===== src/rtl/tpsram_fifo_pkg.sv =====
// Shared constants and output-stage state type for the two-port SRAM FWFT FIFO controller.
package tpsram_fifo_pkg;

    localparam int DATA_W   = 20;
    localparam int ADDR_W   = 6;
    localparam int DEPTH    = 1 << ADDR_W;
    localparam int AFULL_TH = 60;

    typedef enum logic {
        EMPTY = 1'b0,
        HEAD  = 1'b1
    } out_state_t;

endpackage


===== src/rtl/tpsram_fifo_ptr.sv =====
// Wrap-around RAM address pointer with increment enable; used for both write and read sides.
module tpsram_fifo_ptr #(
    parameter int ADDR_W = tpsram_fifo_pkg::ADDR_W
) (
    input  logic              i_clk,
    input  logic              i_rst,
    input  logic              i_inc,
    output logic [ADDR_W-1:0] o_ptr
);

    logic [ADDR_W-1:0] r_ptr;

    // Natural binary overflow gives the mod-DEPTH wrap since DEPTH is a power of two.
    always_ff @(posedge i_clk) begin
        if (i_rst) begin
            r_ptr <= '0;
        end else if (i_inc) begin
            r_ptr <= r_ptr + 1'b1;
        end
    end

    assign o_ptr = r_ptr;

endmodule


===== src/rtl/tpsram_fifo_ctrl.sv =====
// First-word-fall-through FIFO controller driving a 1-cycle-read two-port SRAM.
// Optional sticky OVERFLOW/UNDERFLOW flags are built only when FIFO_ERR_FLAGS_EN is defined.
module tpsram_fifo_ctrl
    import tpsram_fifo_pkg::*;
#(
    parameter int DATA_W   = tpsram_fifo_pkg::DATA_W,
    parameter int ADDR_W   = tpsram_fifo_pkg::ADDR_W,
    parameter int AFULL_TH = tpsram_fifo_pkg::AFULL_TH
) (
    input  logic              CLK,
    input  logic              RST,
    input  logic              PUSH,
    input  logic [DATA_W-1:0] WR_DATA,
    output logic              FULL,
    output logic              ALMOST_FULL,
    input  logic              POP,
    output logic              RD_VALID,
    output logic [DATA_W-1:0] RD_DATA,
    output logic [ADDR_W:0]   LEVEL,
    output logic              OVERFLOW,
    output logic              UNDERFLOW,
    output logic [ADDR_W-1:0] RAM_W_ADDR,
    output logic [DATA_W-1:0] RAM_W_DATA,
    output logic              RAM_W_EN,
    output logic [ADDR_W-1:0] RAM_R_ADDR,
    output logic              RAM_R_EN,
    input  logic [DATA_W-1:0] RAM_R_DATA
);

    localparam int CNT_W   = ADDR_W + 1;
    localparam int DEPTH_L = 1 << ADDR_W;

    out_state_t       r_state;
    logic [CNT_W-1:0] r_ram_cnt;
    logic             r_full;
    logic             r_afull;
    logic [CNT_W-1:0] r_level;

    logic             w_push_acc;
    logic             w_pop_acc;
    logic             w_rd_issue;
    logic             w_rd_valid;
    logic             w_rd_valid_next;
    logic [CNT_W-1:0] w_ram_cnt_next;
    logic [CNT_W-1:0] w_level_next;

    assign w_rd_valid = (r_state == HEAD);
    assign w_push_acc = PUSH && !r_full;
    assign w_pop_acc  = POP && w_rd_valid;
    assign w_rd_issue = (r_ram_cnt != '0) && (!w_rd_valid || w_pop_acc);

    assign w_ram_cnt_next  = r_ram_cnt + {{ADDR_W{1'b0}}, w_push_acc} - {{ADDR_W{1'b0}}, w_rd_issue};
    assign w_rd_valid_next = w_rd_issue || (w_rd_valid && !w_pop_acc);
    assign w_level_next    = w_ram_cnt_next + {{ADDR_W{1'b0}}, w_rd_valid_next};

    tpsram_fifo_ptr #(.ADDR_W(ADDR_W)) u_wptr (
        .i_clk (CLK),
        .i_rst (RST),
        .i_inc (w_push_acc),
        .o_ptr (RAM_W_ADDR)
    );

    tpsram_fifo_ptr #(.ADDR_W(ADDR_W)) u_rptr (
        .i_clk (CLK),
        .i_rst (RST),
        .i_inc (w_rd_issue),
        .o_ptr (RAM_R_ADDR)
    );

    // Head register is the RAM read port itself; the FSM only tracks whether it holds a live word.
    always_ff @(posedge CLK) begin
        if (RST) begin
            r_state <= EMPTY;
        end else begin
            case (r_state)
                EMPTY:   if (w_rd_issue) r_state <= HEAD;
                HEAD:    if (w_pop_acc && !w_rd_issue) r_state <= EMPTY;
                default: r_state <= EMPTY;
            endcase
        end
    end

    // FULL counts RAM entries only, so a read issued in the same cycle never rescues a push.
    always_ff @(posedge CLK) begin
        if (RST) begin
            r_ram_cnt <= '0;
            r_full    <= 1'b0;
            r_afull   <= 1'b0;
            r_level   <= '0;
        end else begin
            r_ram_cnt <= w_ram_cnt_next;
            r_full    <= (w_ram_cnt_next == CNT_W'(DEPTH_L));
            r_afull   <= (w_level_next >= CNT_W'(AFULL_TH));
            r_level   <= w_level_next;
        end
    end

`ifdef FIFO_ERR_FLAGS_EN
    logic r_overflow;
    logic r_underflow;

    always_ff @(posedge CLK) begin
        if (RST) begin
            r_overflow  <= 1'b0;
            r_underflow <= 1'b0;
        end else begin
            if (PUSH && r_full)      r_overflow  <= 1'b1;
            if (POP && !w_rd_valid)  r_underflow <= 1'b1;
        end
    end

    assign OVERFLOW  = r_overflow;
    assign UNDERFLOW = r_underflow;
`else
    assign OVERFLOW  = 1'b0;
    assign UNDERFLOW = 1'b0;
`endif

    assign FULL        = r_full;
    assign ALMOST_FULL = r_afull;
    assign LEVEL       = r_level;
    assign RD_VALID    = w_rd_valid;
    assign RD_DATA     = RAM_R_DATA;
    assign RAM_W_DATA  = WR_DATA;
    assign RAM_W_EN    = w_push_acc;
    assign RAM_R_EN    = w_rd_issue;

endmodule


===== config.mk =====
export PLATFORM = sky130hd
export DESIGN_NAME = tpsram_fifo_ctrl
export DESIGN_NICKNAME = d
export VERILOG_FILES = /design/src/rtl/tpsram_fifo_pkg.sv /design/src/rtl/tpsram_fifo_ptr.sv /design/src/rtl/tpsram_fifo_ctrl.sv
export SDC_FILE = /design/constraint.sdc
export NUM_CORES = 1
export LEC_CHECK = 0
export ABC_AREA = 0
export CAP_MARGIN = 20
export CORE_ASPECT_RATIO = 1.4
export CORE_UTILIZATION = 40
export DETAILED_ROUTE_END_ITERATION = 10
export PLACE_DENSITY = 0.86
export SYNTH_ARGS = -nofsm -noshare
export SYNTH_HDL_FRONTEND = slang
export SYNTH_SLANG_ARGS = --single-unit

===== constraint.sdc =====
create_clock -name CLK -period 4.84 [get_ports CLK]
set_input_delay 0.484 -clock CLK [delete_from_list [all_inputs] [get_ports CLK]]
set_output_delay 0.484 -clock CLK [all_outputs]
set_load 0.03 [all_outputs]

==> results.toml, run 1 <==
[timing]
tightestPinTransition_ps = 1022
slew_viol_final = 0
fin_crit_sh_pct = 73.75
relSlewSlack_pct = 31.69
fin_setup_tns_ps = 0
finalClockSkew_ps = 4.029
finalCriticalPeriod_ps = 3569
fmax_mhz = 280.2
setup_viol = 0
rsz0062_at_grt = "false"
final_hold_viol_count = 0

[worst_setup_path]
worst-path-buf-inv = 2
crit_path_end_kind = "flop"
worst-setup-path-type = "flop to flop"
cp-start-kind = "flop"
cp.required_ps = 4960
worstPathArrival_ps = 3690
cp_cell_sequence = "inv_1 > ha_1 > nand2_1 > nor4_1 > nor2b_1 > ha_1 > inv_1 > ha_1 > fa_1 > a211o_1 > nand2_1 > xnor2_2 > and4bb_1 > xor2_1 > o22ai_1"
reg2reg_depth = 15
slowest_stage = "fa_1"
path_delay_family = "adder cells"
slowest_delay_ps = 410
crit_cells = 15
worst-path-max-fanout = 8
crit_top_cell = "ha_1"

[detailed_routing]
drc_errors = 10
antenna_left = 0
routed_wl_mm = 2.944
first_iter_violations = 59
via_count = 1141
first_pass_iters = 9
vias_per_cell = 5.071
wl_per_cell_um = 13.08

[grt]
gr-total-overflow = 0
first_global_vias = 1105
antenna_found_initial = 0
grt_max_degree = 29
grt_first_pass_wirelength_mm = 4.761
grt_use_total_pct = 13.95

[pwr]
power_frac_clock_pct = 12.7
combPwrFrac_pct = 64.6
pwr-share-seq_pct = 22.8
switching_share_pct = 43.64
p_int_uw = 862.7
p_leak_nw = 0.7436
power.density_nw_per_um2 = 842.6
power_switching_uw = 668.0
ir_worst_vdd_mv = 0.2982

[yosys]
yosysTopAreaCell = "dfxtp_1"
syn-cell-area_sq_um = 1750
yosysMostFrequentCell = "buf_4"
synth_cell_type_count = 37
synth_common_cells = "buf_4 (42), dfxtp_1 (29), nor2_1 (19), ha_1 (13), nand2_1 (11)"
async_reset_ff_share_pct = 0
synth_seq_cells = 29
ys.warnings.count = 0
synth_edf_count = 0
ys_seq_area_share_pct = 33.17
ys.flop_type = "dfxtp_1"
synthTopCellsByArea = "dfxtp_1 (33%), buf_4 (18%), ha_1 (9.3%), xor2_1 (4.5%), nor2_1 (4.1%)"
synth_top_area_share_pct = 33.17
avgSynthCellArea_sq_um = 9.117
syn_inst = 192

[clock_network]
clock_sinks = 29
cts_root_buffer = "clkbuf_8"
cts_tree = "built"
htree_num_levels = 2
post-cts-setup-buffers = 0
cts_hold_buf = 0
clkTransAtPathRegs_ps = 60
clkLatencyLatePin_ps = 280
cts_buffers = 5
clock_path_buffers = 2
cts_resized = 0

[floorplan]
die_x_um = 57.91
die_y_um = 80.27
dieArea_sq_um = 4648
coreArea_sq_um = 4204
ios = 110
rows = 28
start_util_pct = 41.64

[placement]
place.gp.congestion = 0.8565
io_buffers = 27
hpwl_mm = 2.265

[final_layout]
fin_nets = 238
fin_util_pct = 43.21
diodes = 0
area_growth_pct = 3.788
drive_above_1_share_pct = 6.667

[worst_hold_path]
hp-class = "flop to flop"
whs_path_depth = 2

[flow_run]
maxCapViolations = 0

[run_status]
status = "finished with violations"
violations = "design-rule violations"
-- state kept, by name, indices dropped and copies added, names as in the netlist --
signal	count
ALMOST_FULL	1
FULL	1
LEVEL	7
RD_VALID	1
r_ram_cnt	7
u_rptr.o_ptr	6
u_wptr.o_ptr	6
-- stage by stage --
step                      worst slack (ps)  hold slack (ps)  instances  total power, mW  cell area (sq um)
final                                 1271            502.3        225            1.531               1817
after global routing                  1036            549.3        225            1.661               1817
after CTS                             1268            505.9        225            1.541               1817
after detailed placement              1021            497.4        218            1.341               1730
after global placement                1214            468.3        218            1.299               1730
after floorplan                       1505            503.1        193            1.161               1754
-- path summary, 6_finish.rpt --
check / startpoint / endpoint / slack [ps]
setup / recovery: r_ram_cnt[4] / ALMOST_FULL / 1270
hold / removal: u_wptr.o_ptr[5] / u_wptr.o_ptr[5] / 500
setup reg to reg: r_ram_cnt[4] / ALMOST_FULL / 1270
hold reg to reg: u_wptr.o_ptr[5] / u_wptr.o_ptr[5] / 500
-- placed cells by master (no fill, tap or decap), types with 2 or more instances in the layout --
cell type and count:
xnor2_1 7, nor2b_1 9, a21oi_1 4, ha_1 13, inv_1 9, nand2b_1 2
xor2_1 9, clkdlybuf4s50_1 27, xnor2_2 2, a31oi_1 2, nand3_1 2, nand4_1 4
nand2_1 11, conb_1 2, clkbuf_8 6, dfxtp_1 29, nor2_1 19, or3_1 2
mux2i_1 3, o21ai_0 2
-- cell type report --
type,count,area (sq um)
multi-input combinational,108,789.5
sequential,29,580.6
tap,45,56.30
fill,396,2387
inverter,9,33.78
timing repair buffer,27,270.3
clock buffer,7,86.33
-- power by group through the flow --
stage / logic [mW] / registers (mW) / clock network, mW
3_3_place_gp: 0.946 / 0.353 / 0
2_1_floorplan: 0.735 / 0.427 / 0
6_report: 0.989 / 0.348 / 0.194
4_1_cts: 0.992 / 0.349 / 0.199
3_5_place_dp: 0.986 / 0.355 / 0
5_1_grt: 1.10 / 0.356 / 0.209
-- kinds of logic after synthesis --
group | share of synthesized area, %
adders and majority gates | 10.44
AOI/OAI and AO/OA | 4.647
DFF | 33.17
buffers and inverters | 21.94
other | 0.2142
xor gates and xnor gates | 9.864
muxes | 1.716
and+or+nand+nor | 18.01
-- metal layers --
metal,track usage (%),share of wire [%]
met1,12.59,39
met2,23.45,49
met3,5.475,8.1
met4,12.62,4.6
met5,0,0
-- worst reg2reg max path: cells and delay by family (launching register included) --
family                   cells  cell delay [ps]
AO/OA/AOI/OAI                2              410
adder cells (fa/ha/maj)      4             1110
flip-flops                   1              310
AND/OR/NAND/NOR              5             1090
XOR/XNOR                     2              360
buffers and inverters        2              120
Note: power is estimated with default switching activity, not from simulation.
==> run 2, diff against run 1 <==
--- a/config.mk
+++ b/config.mk
@@ -8,9 +8,9 @@
 export ABC_AREA = 0
 export CAP_MARGIN = 20
 export CORE_ASPECT_RATIO = 1.4
-export CORE_UTILIZATION = 40
+export CORE_UTILIZATION = 37
 export DETAILED_ROUTE_END_ITERATION = 10
-export PLACE_DENSITY = 0.86
+export PLACE_DENSITY = 0.8
 export SYNTH_ARGS = -nofsm -noshare
 export SYNTH_HDL_FRONTEND = slang
 export SYNTH_SLANG_ARGS = --single-unit
==> constraint.sdc (replaced) <==
create_clock -name CLK -period 3.6 [get_ports CLK]
set_input_delay 0.36 -clock CLK [delete_from_list [all_inputs] [get_ports CLK]]
set_output_delay 0.36 -clock CLK [all_outputs]
set_load 0.03 [all_outputs]
==> run 2 against run 1 <==
- the flow now finishes without violations
- hold slack improved by 13 ps
- sequential power increased by 35%
- non-clock buffer count increased by 3
- final cell count increased by 9.3%
- total power increased by 33%
- clock skew decreased by 2.3 ps
- critical path type unchanged
- highest routed layer unchanged
==> results.toml, run 2 (synthesized netlist as in run 1, its figures left out) <==
[run_status]
status = "complete, no violations"

[clock_network]
clkTransAtPathRegs_ps = 60
clkLatencyLatePin_ps = 280
cts_resized = 0
htree_num_levels = 2
cts_root_buffer = "clkbuf_8"
clock_path_buffers = 2
cts_tree = "built"
cts_hold_buf = 0
cts_buffers = 5
post-cts-setup-buffers = 0
clock_sinks = 29

[worst_setup_path]
cp-start-kind = "flop"
worstPathArrival_ps = 3480
cp.required_ps = 3760
crit_path_end_kind = "flop"
worst-path-buf-inv = 2
crit_top_cell = "ha_1"
cp_cell_sequence = "inv_1 > ha_1 > nand2_1 > nor4_1 > nor2b_1 > ha_1 > inv_1 > ha_1 > fa_1 > a211o_1 > nand2_1 > xnor2_2 > and4bb_1 > xor2_1 > o22ai_1"
slowest_delay_ps = 410
worst-setup-path-type = "flop to flop"
worst-path-max-fanout = 7
path_delay_family = "adder cells"
slowest_stage = "fa_1"

[timing]
slew_viol_final = 0
finalClockSkew_ps = 1.756
fin_setup_tns_ps = 0
fmax_mhz = 301.4
rsz0062_at_grt = "false"
tightestPinTransition_ps = 554.5
relSlewSlack_pct = 62.92
holdWs_ps = 515.5
finalCriticalPeriod_ps = 3318
final_hold_viol_count = 0
setup_viol = 0
fin_crit_sh_pct = 92.17

[final_layout]
area_growth_pct = 6.290
layout_commonest_cell = "dfxtp_1"
drive_above_1_share_pct = 9.239
instances_no_fill = 246
fillers = 439
diodes = 0
regArea_sq_um = 580.6
fin_nets = 241
final_cell_mix = "dfxtp_1 (29), clkdlybuf4s50_1 (27), nor2_1 (19)"
multi_input_area_sq_um = 789.5

[detailed_routing]
drc_errors = 0
routed_wl_mm = 2.897
first_pass_iters = 4
antenna_left = 0
vias_per_cell = 4.659
via_count = 1146
wl_per_cell_um = 11.78
first_iter_violations = 18

[placement]
place.gp.congestion = 0.8552
io_buffers = 27
hpwl_mm = 2.264
dp_cells = 238

[grt]
first_global_vias = 1153
grt_use_total_pct = 13.03
grt_max_degree = 16
gr-total-overflow = 0
grt_first_pass_wirelength_mm = 4.795
antenna_found_initial = 0

[worst_hold_path]
hp-class = "flop to flop"

[flow_run]
maxCapViolations = 0

[pwr]
p_leak_nw = 0.7574
power.density_nw_per_um2 = 1097
ir_worst_vdd_mv = 0.2189

[floorplan]
ios = 110
dieArea_sq_um = 5014
rows = 29
die_y_um = 83.38
start_util_pct = 38.59
coreArea_sq_um = 4536
die_x_um = 60.13
[run 2: changes by cell type in the layout (fill, tap and decap cells not counted)]
| cell | previous run | this run |
|---|---|---|
| clkbuf_1 | 1 | 0 |
| clkbuf_8 | 6 | 5 |
| clkinvlp_4 | 0 | 1 |
| buf_4 | 0 | 3 |
| clkinv_2 | 0 | 2 |
[run 2: power breakdown]
| part | total (mW) | internal, mW | switching, mW | leakage, nW |
|---|---|---|---|---|
| sequential | 0.470 | 0.421 | 0.0491 | 0.239 |
| clock | 0.257 | 0.133 | 0.124 | 0.0439 |
| combinational | 1.31 | 0.592 | 0.722 | 0.474 |
| total | 2.04 | 1.15 | 0.895 | 0.757 |
[run 2: area by class of cell]
| class | count | share of cell area (%) |
|---|---|---|
| clock buffer | 5 | 3.699 |
| clock inverter | 3 | 0.9415 |
| inverter | 9 | 1.816 |
| multi-input combinational | 108 | 42.43 |
| sequential | 29 | 31.20 |
| tap | 62 | 4.169 |
| timing repair buffer | 30 | 15.74 |
[run 2: worst paths after layout]
path	from	endpoint	slack [ps]	cells after the start
worst max-delay path	r_ram_cnt[4]	ALMOST_FULL	280	15
worst min-delay path	u_wptr.o_ptr[5]	u_wptr.o_ptr[5]	520	2
worst max register to register	r_ram_cnt[4]	ALMOST_FULL	280	15
worst min register to register	u_wptr.o_ptr[5]	u_wptr.o_ptr[5]	520	2
[run 2: per-stage QoR]
stage	util (%)	setup slack (ps)	power (mW)	instance area, sq um
2_1_floorplan	-	264.6	1.561	1754
3_3_place_gp	39.12	415.0	1.762	1774
3_5_place_dp	39.12	269.4	1.796	1774
4_1_cts	41.02	271.1	2.061	1861
5_1_grt	41.02	48.74	2.210	1861
6_report	41.02	282.1	2.041	1861
[run 2: per-layer routing]
layer  share of wire (%)  track usage, %  wire length (um)  up-vias
met3                 5.8           3.427               168       12
met1                  37           11.25              1072      532
li1                    -               -                 -      559
met2                  53           23.28              1536       43
met5                   0               0                 0        -
met4                 4.2           10.57               121        0
[run 2: worst register-to-register path: cells and delay by family (launching register included)]
kind	cells	cell delay, ps
AO/OA/AOI/OAI	2	380
XOR/XNOR	2	360
adder cells (fa/ha/maj)	4	1090
buffers and inverters	2	140
flip-flops	1	320
AND/OR/NAND/NOR	5	920
==> run 3, diff against run 2 <==
--- a/config.mk
+++ b/config.mk
@@ -11,6 +11,7 @@
 export CORE_UTILIZATION = 37
 export DETAILED_ROUTE_END_ITERATION = 10
 export PLACE_DENSITY = 0.8
+export SLEW_MARGIN = 20
 export SYNTH_ARGS = -nofsm -noshare
 export SYNTH_HDL_FRONTEND = slang
 export SYNTH_SLANG_ARGS = --single-unit
==> results of run 3 <==
Same layout as run 2: the final DEF is identical, and so are final timing and power.
